$ cat config.mk
export PLATFORM = sky130hd
export DESIGN_NAME = yif_prefetch
export DESIGN_NICKNAME = d
export VERILOG_FILES = /design/src/rtl/yif_pkg.sv /design/src/rtl/yif_queue.sv /design/src/rtl/yif_prefetch.sv
export SDC_FILE = /design/constraint.sdc
export NUM_CORES = 1
export LEC_CHECK = 0
export CAP_MARGIN = 40
export CORE_UTILIZATION = 40
export CTS_BUF_LIST = sky130_fd_sc_hd__clkbuf_16
export DETAILED_ROUTE_END_ITERATION = 16
export GPL_TIMING_DRIVEN = 1
export PLACE_DENSITY = 0.69
export SYNTH_ARGS = -nofsm -noshare
export SYNTH_HDL_FRONTEND = slang
export SYNTH_SLANG_ARGS = --single-unit
$ cat constraint.sdc
create_clock -name clk -period 5.05 [get_ports clk]
set_clock_uncertainty 0.15 [all_clocks]
set_input_delay 0.7575 -clock clk [delete_from_list [all_inputs] [get_ports clk]]
set_output_delay 0.7575 -clock clk [all_outputs]
set_load 0.005 [all_outputs]
$ cat src/rtl/yif_pkg.sv
// Shared constants and the fetch-entry record for the yIF prefetch unit.
package yif_pkg;

  localparam int XLEN    = 32;
  localparam int INSN_W  = 32;
  localparam int PC_STEP = 4;

  localparam logic [XLEN-1:0] DEFAULT_RESET_PC = 32'd128;

  // One fetched instruction together with the PC it was fetched from.
  typedef struct packed {
    logic [INSN_W-1:0] ins;
    logic [XLEN-1:0]   pc;
  } fetch_entry_t;

endpackage

$ cat src/rtl/yif_queue.sv
// Registered FIFO of fetch entries. A pushed entry is visible at the head on the
// following cycle; push and pop may coincide at any fill level, including full.
module yif_queue
  import yif_pkg::*;
#(
  parameter int  DEPTH   = 4,
  parameter type entry_t = fetch_entry_t
) (
  input  logic                       clk,
  input  logic                       rst_n,
  input  logic                       flush,
  input  logic                       push,
  input  entry_t                     push_data,
  input  logic                       pop,
  output logic                       head_valid,
  output entry_t                     head,
  output logic [$clog2(DEPTH+1)-1:0] count
);

  localparam int PTR_W = $clog2(DEPTH);
  localparam int CNT_W = $clog2(DEPTH + 1);
  localparam logic [CNT_W-1:0] FULL = CNT_W'(DEPTH);

  entry_t           mem [DEPTH];
  logic [PTR_W-1:0] wr_ptr;
  logic [PTR_W-1:0] rd_ptr;
  logic             do_pop;

  assign head_valid = (count != '0);
  assign head       = mem[rd_ptr];
  assign do_pop     = pop && head_valid;

  // Pointer and occupancy bookkeeping; flush empties the queue outright.
  always_ff @(posedge clk or negedge rst_n) begin
    // NOTE: every register here uses <= so all updates see the pre-edge values,
    // which is what makes a simultaneous push+pop on a full queue safe.
    if (!rst_n) begin
      wr_ptr <= '0;
      rd_ptr <= '0;
      count  <= '0;
    end else if (flush) begin
      wr_ptr <= '0;
      rd_ptr <= '0;
      count  <= '0;
    end else begin
      if (push)   wr_ptr <= wr_ptr + PTR_W'(1);
      if (do_pop) rd_ptr <= rd_ptr + PTR_W'(1);
      case ({push, do_pop})
        2'b10:   count <= count + CNT_W'(1);
        2'b01:   count <= count - CNT_W'(1);
        default: count <= count;
      endcase
    end
  end

  // Entry storage write port.
  always_ff @(posedge clk) begin
    // NOTE: storage is deliberately not reset; an entry is only ever read after
    // it has been written, and count/head_valid already come up empty.
    if (push && !flush) mem[wr_ptr] <= push_data;
  end

  // Upstream credit accounting must never push into a full queue without a pop.
  a_no_overflow : assert property (@(posedge clk) disable iff (!rst_n)
    !(push && !flush && !do_pop && count == FULL));

endmodule

$ cat src/rtl/yif_prefetch.sv
// Instruction prefetch unit: owns the PC, issues word fetches to a fixed-latency
// imem under a credit limit, tracks them in a delay line and queues the returned
// instructions for decode. A redirect flushes everything and restarts fetch.
module yif_prefetch
  import yif_pkg::*;
#(
  parameter int              XLEN        = 32,
  parameter logic [XLEN-1:0] RESET_PC    = XLEN'(DEFAULT_RESET_PC),
  parameter int              QUEUE_DEPTH = 4,
  parameter int              IMEM_LAT    = 1
) (
  input  logic              clk,
  input  logic              rst_n,
  input  logic              redirect_valid,
  input  logic [XLEN-1:0]   redirect_pc,
  output logic              imem_req,
  output logic [XLEN-1:0]   imem_addr,
  input  logic [INSN_W-1:0] imem_rdata,
  output logic              out_valid,
  input  logic              out_ready,
  output logic [INSN_W-1:0] out_ins,
  output logic [XLEN-1:0]   out_pc,
  output logic [XLEN-1:0]   out_pcp4
);

  localparam int CNT_W = $clog2(QUEUE_DEPTH + 1);

  typedef struct packed {
    logic [INSN_W-1:0] ins;
    logic [XLEN-1:0]   pc;
  } entry_t;

  logic [XLEN-1:0]  fetch_pc;
  logic [IMEM_LAT-1:0] dl_valid;
  logic [XLEN-1:0]  dl_pc [IMEM_LAT];
  logic [CNT_W-1:0] q_count;
  logic             q_valid;
  entry_t           q_head;
  entry_t           push_data;
  logic             push;
  int               occupancy;
  logic             redirect_lsb_unused;

  // Queue entries plus requests still in flight bound how much more we may fetch.
  assign occupancy = int'(q_count) + $countones(dl_valid);
  assign imem_req  = rst_n && (occupancy < QUEUE_DEPTH) && !redirect_valid;
  assign imem_addr = fetch_pc;

  // Data returning from imem is paired with the PC that left the delay line.
  assign push      = dl_valid[IMEM_LAT-1] && !redirect_valid;
  assign push_data = '{ins: imem_rdata, pc: dl_pc[IMEM_LAT-1]};

  assign redirect_lsb_unused = ^redirect_pc[1:0];

  // PC register and request delay line; a redirect discards every fetch in flight.
  always_ff @(posedge clk or negedge rst_n) begin
    if (!rst_n) begin
      fetch_pc <= RESET_PC;
      dl_valid <= '0;
      for (int i = 0; i < IMEM_LAT; i++) dl_pc[i] <= '0;
    end else if (redirect_valid) begin
      fetch_pc <= {redirect_pc[XLEN-1:2], 2'b00};
      dl_valid <= '0;
    end else begin
      if (imem_req) fetch_pc <= fetch_pc + XLEN'(PC_STEP);
      dl_valid[0] <= imem_req;
      dl_pc[0]    <= fetch_pc;
      for (int i = 1; i < IMEM_LAT; i++) begin
        dl_valid[i] <= dl_valid[i-1];
        dl_pc[i]    <= dl_pc[i-1];
      end
    end
  end

  yif_queue #(
    .DEPTH   (QUEUE_DEPTH),
    .entry_t (entry_t)
  ) u_queue (
    .clk        (clk),
    .rst_n      (rst_n),
    .flush      (redirect_valid),
    .push       (push),
    .push_data  (push_data),
    .pop        (out_ready),
    .head_valid (q_valid),
    .head       (q_head),
    .count      (q_count)
  );

  // Head presentation; data reads as zero while the queue is empty.
  assign out_valid = q_valid;
  assign out_ins   = q_valid ? q_head.ins : '0;
  assign out_pc    = q_valid ? q_head.pc : '0;
  assign out_pcp4  = q_valid ? q_head.pc + XLEN'(PC_STEP) : '0;

endmodule

==> results.toml <==
[setup_path]
end_kind = "output pin"
crit_required_ns = 4.14
r2r-end = "u_queue.count[2]$_DFFE_PN0P_"
worstReg2RegStart = "u_queue.count[0]$_DFFE_PN0P_"
critPathKind = "flop to output pin"
critPathArrivalTime_ns = 3.84
rrSetupSlack_ns = 2.15
setup.worst_path.start_class = "flop"
critPathMaxFanout = 19
r2r_cells = 9

[route]
antenna_left = 0
dr.pass1.iters = 7
wl_per_cell_um = 19.16
drc = 0
routed_wl_um = 29400
viasPerCell = 5.171
drt_iter0_markers = 584
vias = 7937

[yosys]
synth-compound-area-share_pct = 3.075
synthArstFlopShare_pct = 21.52
synthSimpleGateAreaFrac_pct = 11.01
yosys.area_share.adder_pct = 0.7018
ys_top_cells_by_area = "edfxtp_1, dfrtp_1, mux4_2, and2_1, mux4_1"
yosys.area.top_type_share_pct = 54.96
synth-xor-area-share_pct = 2.068
synthMuxAreaShare_pct = 12.94
ys_warn_count = 0
syn_area_um2 = 13550
yosys-top-cells-count = "edfxtp_1, dfrtp_1, nand2_1"
ys_ff_latch = 316
synth_most_common_cell = "edfxtp_1"
syn_area_per_cell_um2 = 15.77
syn_inst = 859
yosys.area.top_type = "edfxtp_1"
ys_types = 53
synth_top_family_by_area = "multiplexers"
synth-edff-count = 248
seq_area_frac_synth_pct = 67.53
synth-main-ff-cell = "edfxtp_1"

[grt]
use_met1_pct = 24.71
grt_use_met3_pct = 3.581
first_global_vias = 7939
grt_usage_pct = 17.46
grtUsageMet2_pct = 27.76
grt_first_pass_wirelength_um = 45690
antenna_found_initial = 0
top_usage_layer = "met2"
gr-total-overflow = 0
grt_max_degree = 94

[timing]
setup_tns_ns = 0
rsz0062_at_grt = "no"
period_share_pct = 93.99
fmax_mhz = 210.7
min_period_ns = 4.746
slew_viol_final = 0
finalHoldViolCount = 0
finalSetupViolCount = 0
maxSlewHeadroom_pct = 46.40
worst_slew_pin_slew_ns = 0.8040

[final_layout]
nets = 1136
drive_gt1_share_pct = 14.54
stdcell_count = 1535
nFillCells = 2751
area.growth.synth_to_final_pct = 26.10
num_antenna_cells = 0

[clocking]
ctsHtreeMaxLevel = 2
cts_tree = "yes"
cts_resized = 0
cts_buffer_depth = 3
root_buffer = "clkbuf_16"
clock-sinks = 316
worstSkewPairLatency_ns = 0.49
clk_pin_slew_worst_paths_ns = 0.06
cts_buffers = 35

[placed_design]
place.gp.congestion = 0.8203
io_buffer_count = 189
place_hpwl_um = 19560
dp.cells = 1470

[floorplanning]
die_h_um = 186.1
start_util_pct = 40.51
dieWidth_um = 186.1
ioPinCount = 198
fp-row-count = 67
die-area_um2 = 34620
coreArea_um2 = 33450

[pwr]
power_uw = 7792
p_per_area_nw_per_um2 = 456.0
peakVddDrop_v = 0.0002606
power.leakage_uw = 0.005888

[min_path]
worstHoldPathType = "flop to flop"
worstHoldEndpoint = "u_queue.mem[1][14]$_DFFE_PP_"
worstHoldPathCells = 0
worstHoldStart = "dl_pc[14]$_DFFE_PN0N_"

[outcome]
status = "complete, no violations"

[flow_run]
max_cap_viol_count = 0
-- metrics by stage --
step | hold WS, ns | cell area, um2 | setup WS [ns] | util (%)
after detailed placement | 0.3600 | 15980 | 0.5113 | 47.78
after floorplan | 0.3119 | 13570 | 1.647 | -
final | 0.3625 | 17090 | 0.3036 | 51.09
after CTS | 0.3592 | 17090 | 0.2513 | 51.09
after global routing | 0.3710 | 17090 | 0.04601 | 51.09
after global placement | 0.3385 | 15850 | 0.5622 | 47.39
-- power by group --
part           internal, uW  switching (uW)
combinational          1300            1020
clock                  1380             963
sequential             2980             159
-- per-layer routing --
layer / wire (um) / vias to the layer above
met5: 0 / -
met4: 413 / 0
met3: 2220 / 33
met2: 13640 / 283
met1: 13130 / 3935
li1: - / 3686
-- worst max path at each step --
stage	from	to	cells past startpoint
floorplan	redirect_valid	u_queue.mem[0][10]$_DFFE_PP_	4
global placement	u_queue.rd_ptr[0]$_DFFE_PN0P_	out_pcp4[27]	6
detailed placement	u_queue.rd_ptr[0]$_DFFE_PN0P_	out_pcp4[28]	7
CTS	u_queue.rd_ptr[0]$_DFFE_PN0P_	out_pcp4[28]	7
global route	u_queue.rd_ptr[0]$_DFFE_PN0P_	out_pcp4[28]	7
finish	u_queue.rd_ptr[0]$_DFFE_PN0P_	out_pcp4[31]	6
-- what timing repair did --
| action | CTS | global route |
|---|---|---|
| hold buffers | 1 | 0 |
| buffers inserted | 1 | 0 |
| setup endpoints to repair | 2 | 0 |
| hold endpoints to repair | 1 | 0 |
-- kinds of logic after synthesis --
| kind of cell | Yosys count |
|---|---|
| flip-flops | 316 |
| AND/OR/NAND/NOR | 281 |
| multiplexers | 89 |
| AO/OA/AOI/OAI | 67 |
| buffers and inverters | 66 |
| XOR/XNOR | 32 |
| adder cells (fa/ha/maj) | 7 |
| other | 1 |
-- layout by cell type (no fill, tap or decap), types with 7 or more instances in the layout --
cell type / Yosys / layout
edfxtp_1: 248 / 248
clkdlybuf4s50_1: 0 / 187
a21oi_1: 10 / 10
nor2_1: 43 / 43
clkbuf_16: 0 / 37
buf_4: 6 / 15
nor3_1: 20 / 19
nand3_1: 24 / 24
nand4_1: 11 / 11
clkinv_1: 0 / 7
inv_1: 15 / 23
mux4_1: 15 / 15
mux4_2: 47 / 47
xnor2_1: 21 / 21
and4_1: 11 / 11
and2_1: 66 / 62
o21ai_0: 36 / 36
xor2_1: 11 / 11
dfrtp_1: 67 / 65
mux2_2: 24 / 24
nand2_1: 67 / 67
and3_1: 9 / 9
-- critical path: stages (launching register included) --
cell	delay [ns]
dfrtp_4	0.64
mux4_1	0.55
nand4_2	0.15
or4_1	0.71
or4_1	0.57
a21oi_1	0.15
clkdlybuf4s50_1	0.59
-- state kept, by name, summed over array words and instances, names as in the netlist --
name	flops
u_queue.wr_ptr	2
u_queue.mem	248
u_queue.count	3
imem_addr	30
dl_valid	1
dl_pc	30
u_queue.rd_ptr	2
-- final cells by class --
type | instances | area [um2] | area share [%]
inverters | 15 | 56.30 | 0.3295
clock buffers | 37 | 925.9 | 5.418
well taps | 448 | 560.5 | 3.280
repair buffers | 211 | 2170 | 12.70
flip-flops and latches | 316 | 9155 | 53.58
multi-input cells | 482 | 4071 | 23.83
clock inverters | 26 | 148.9 | 0.8714
(Power assumes the default switching activity.)
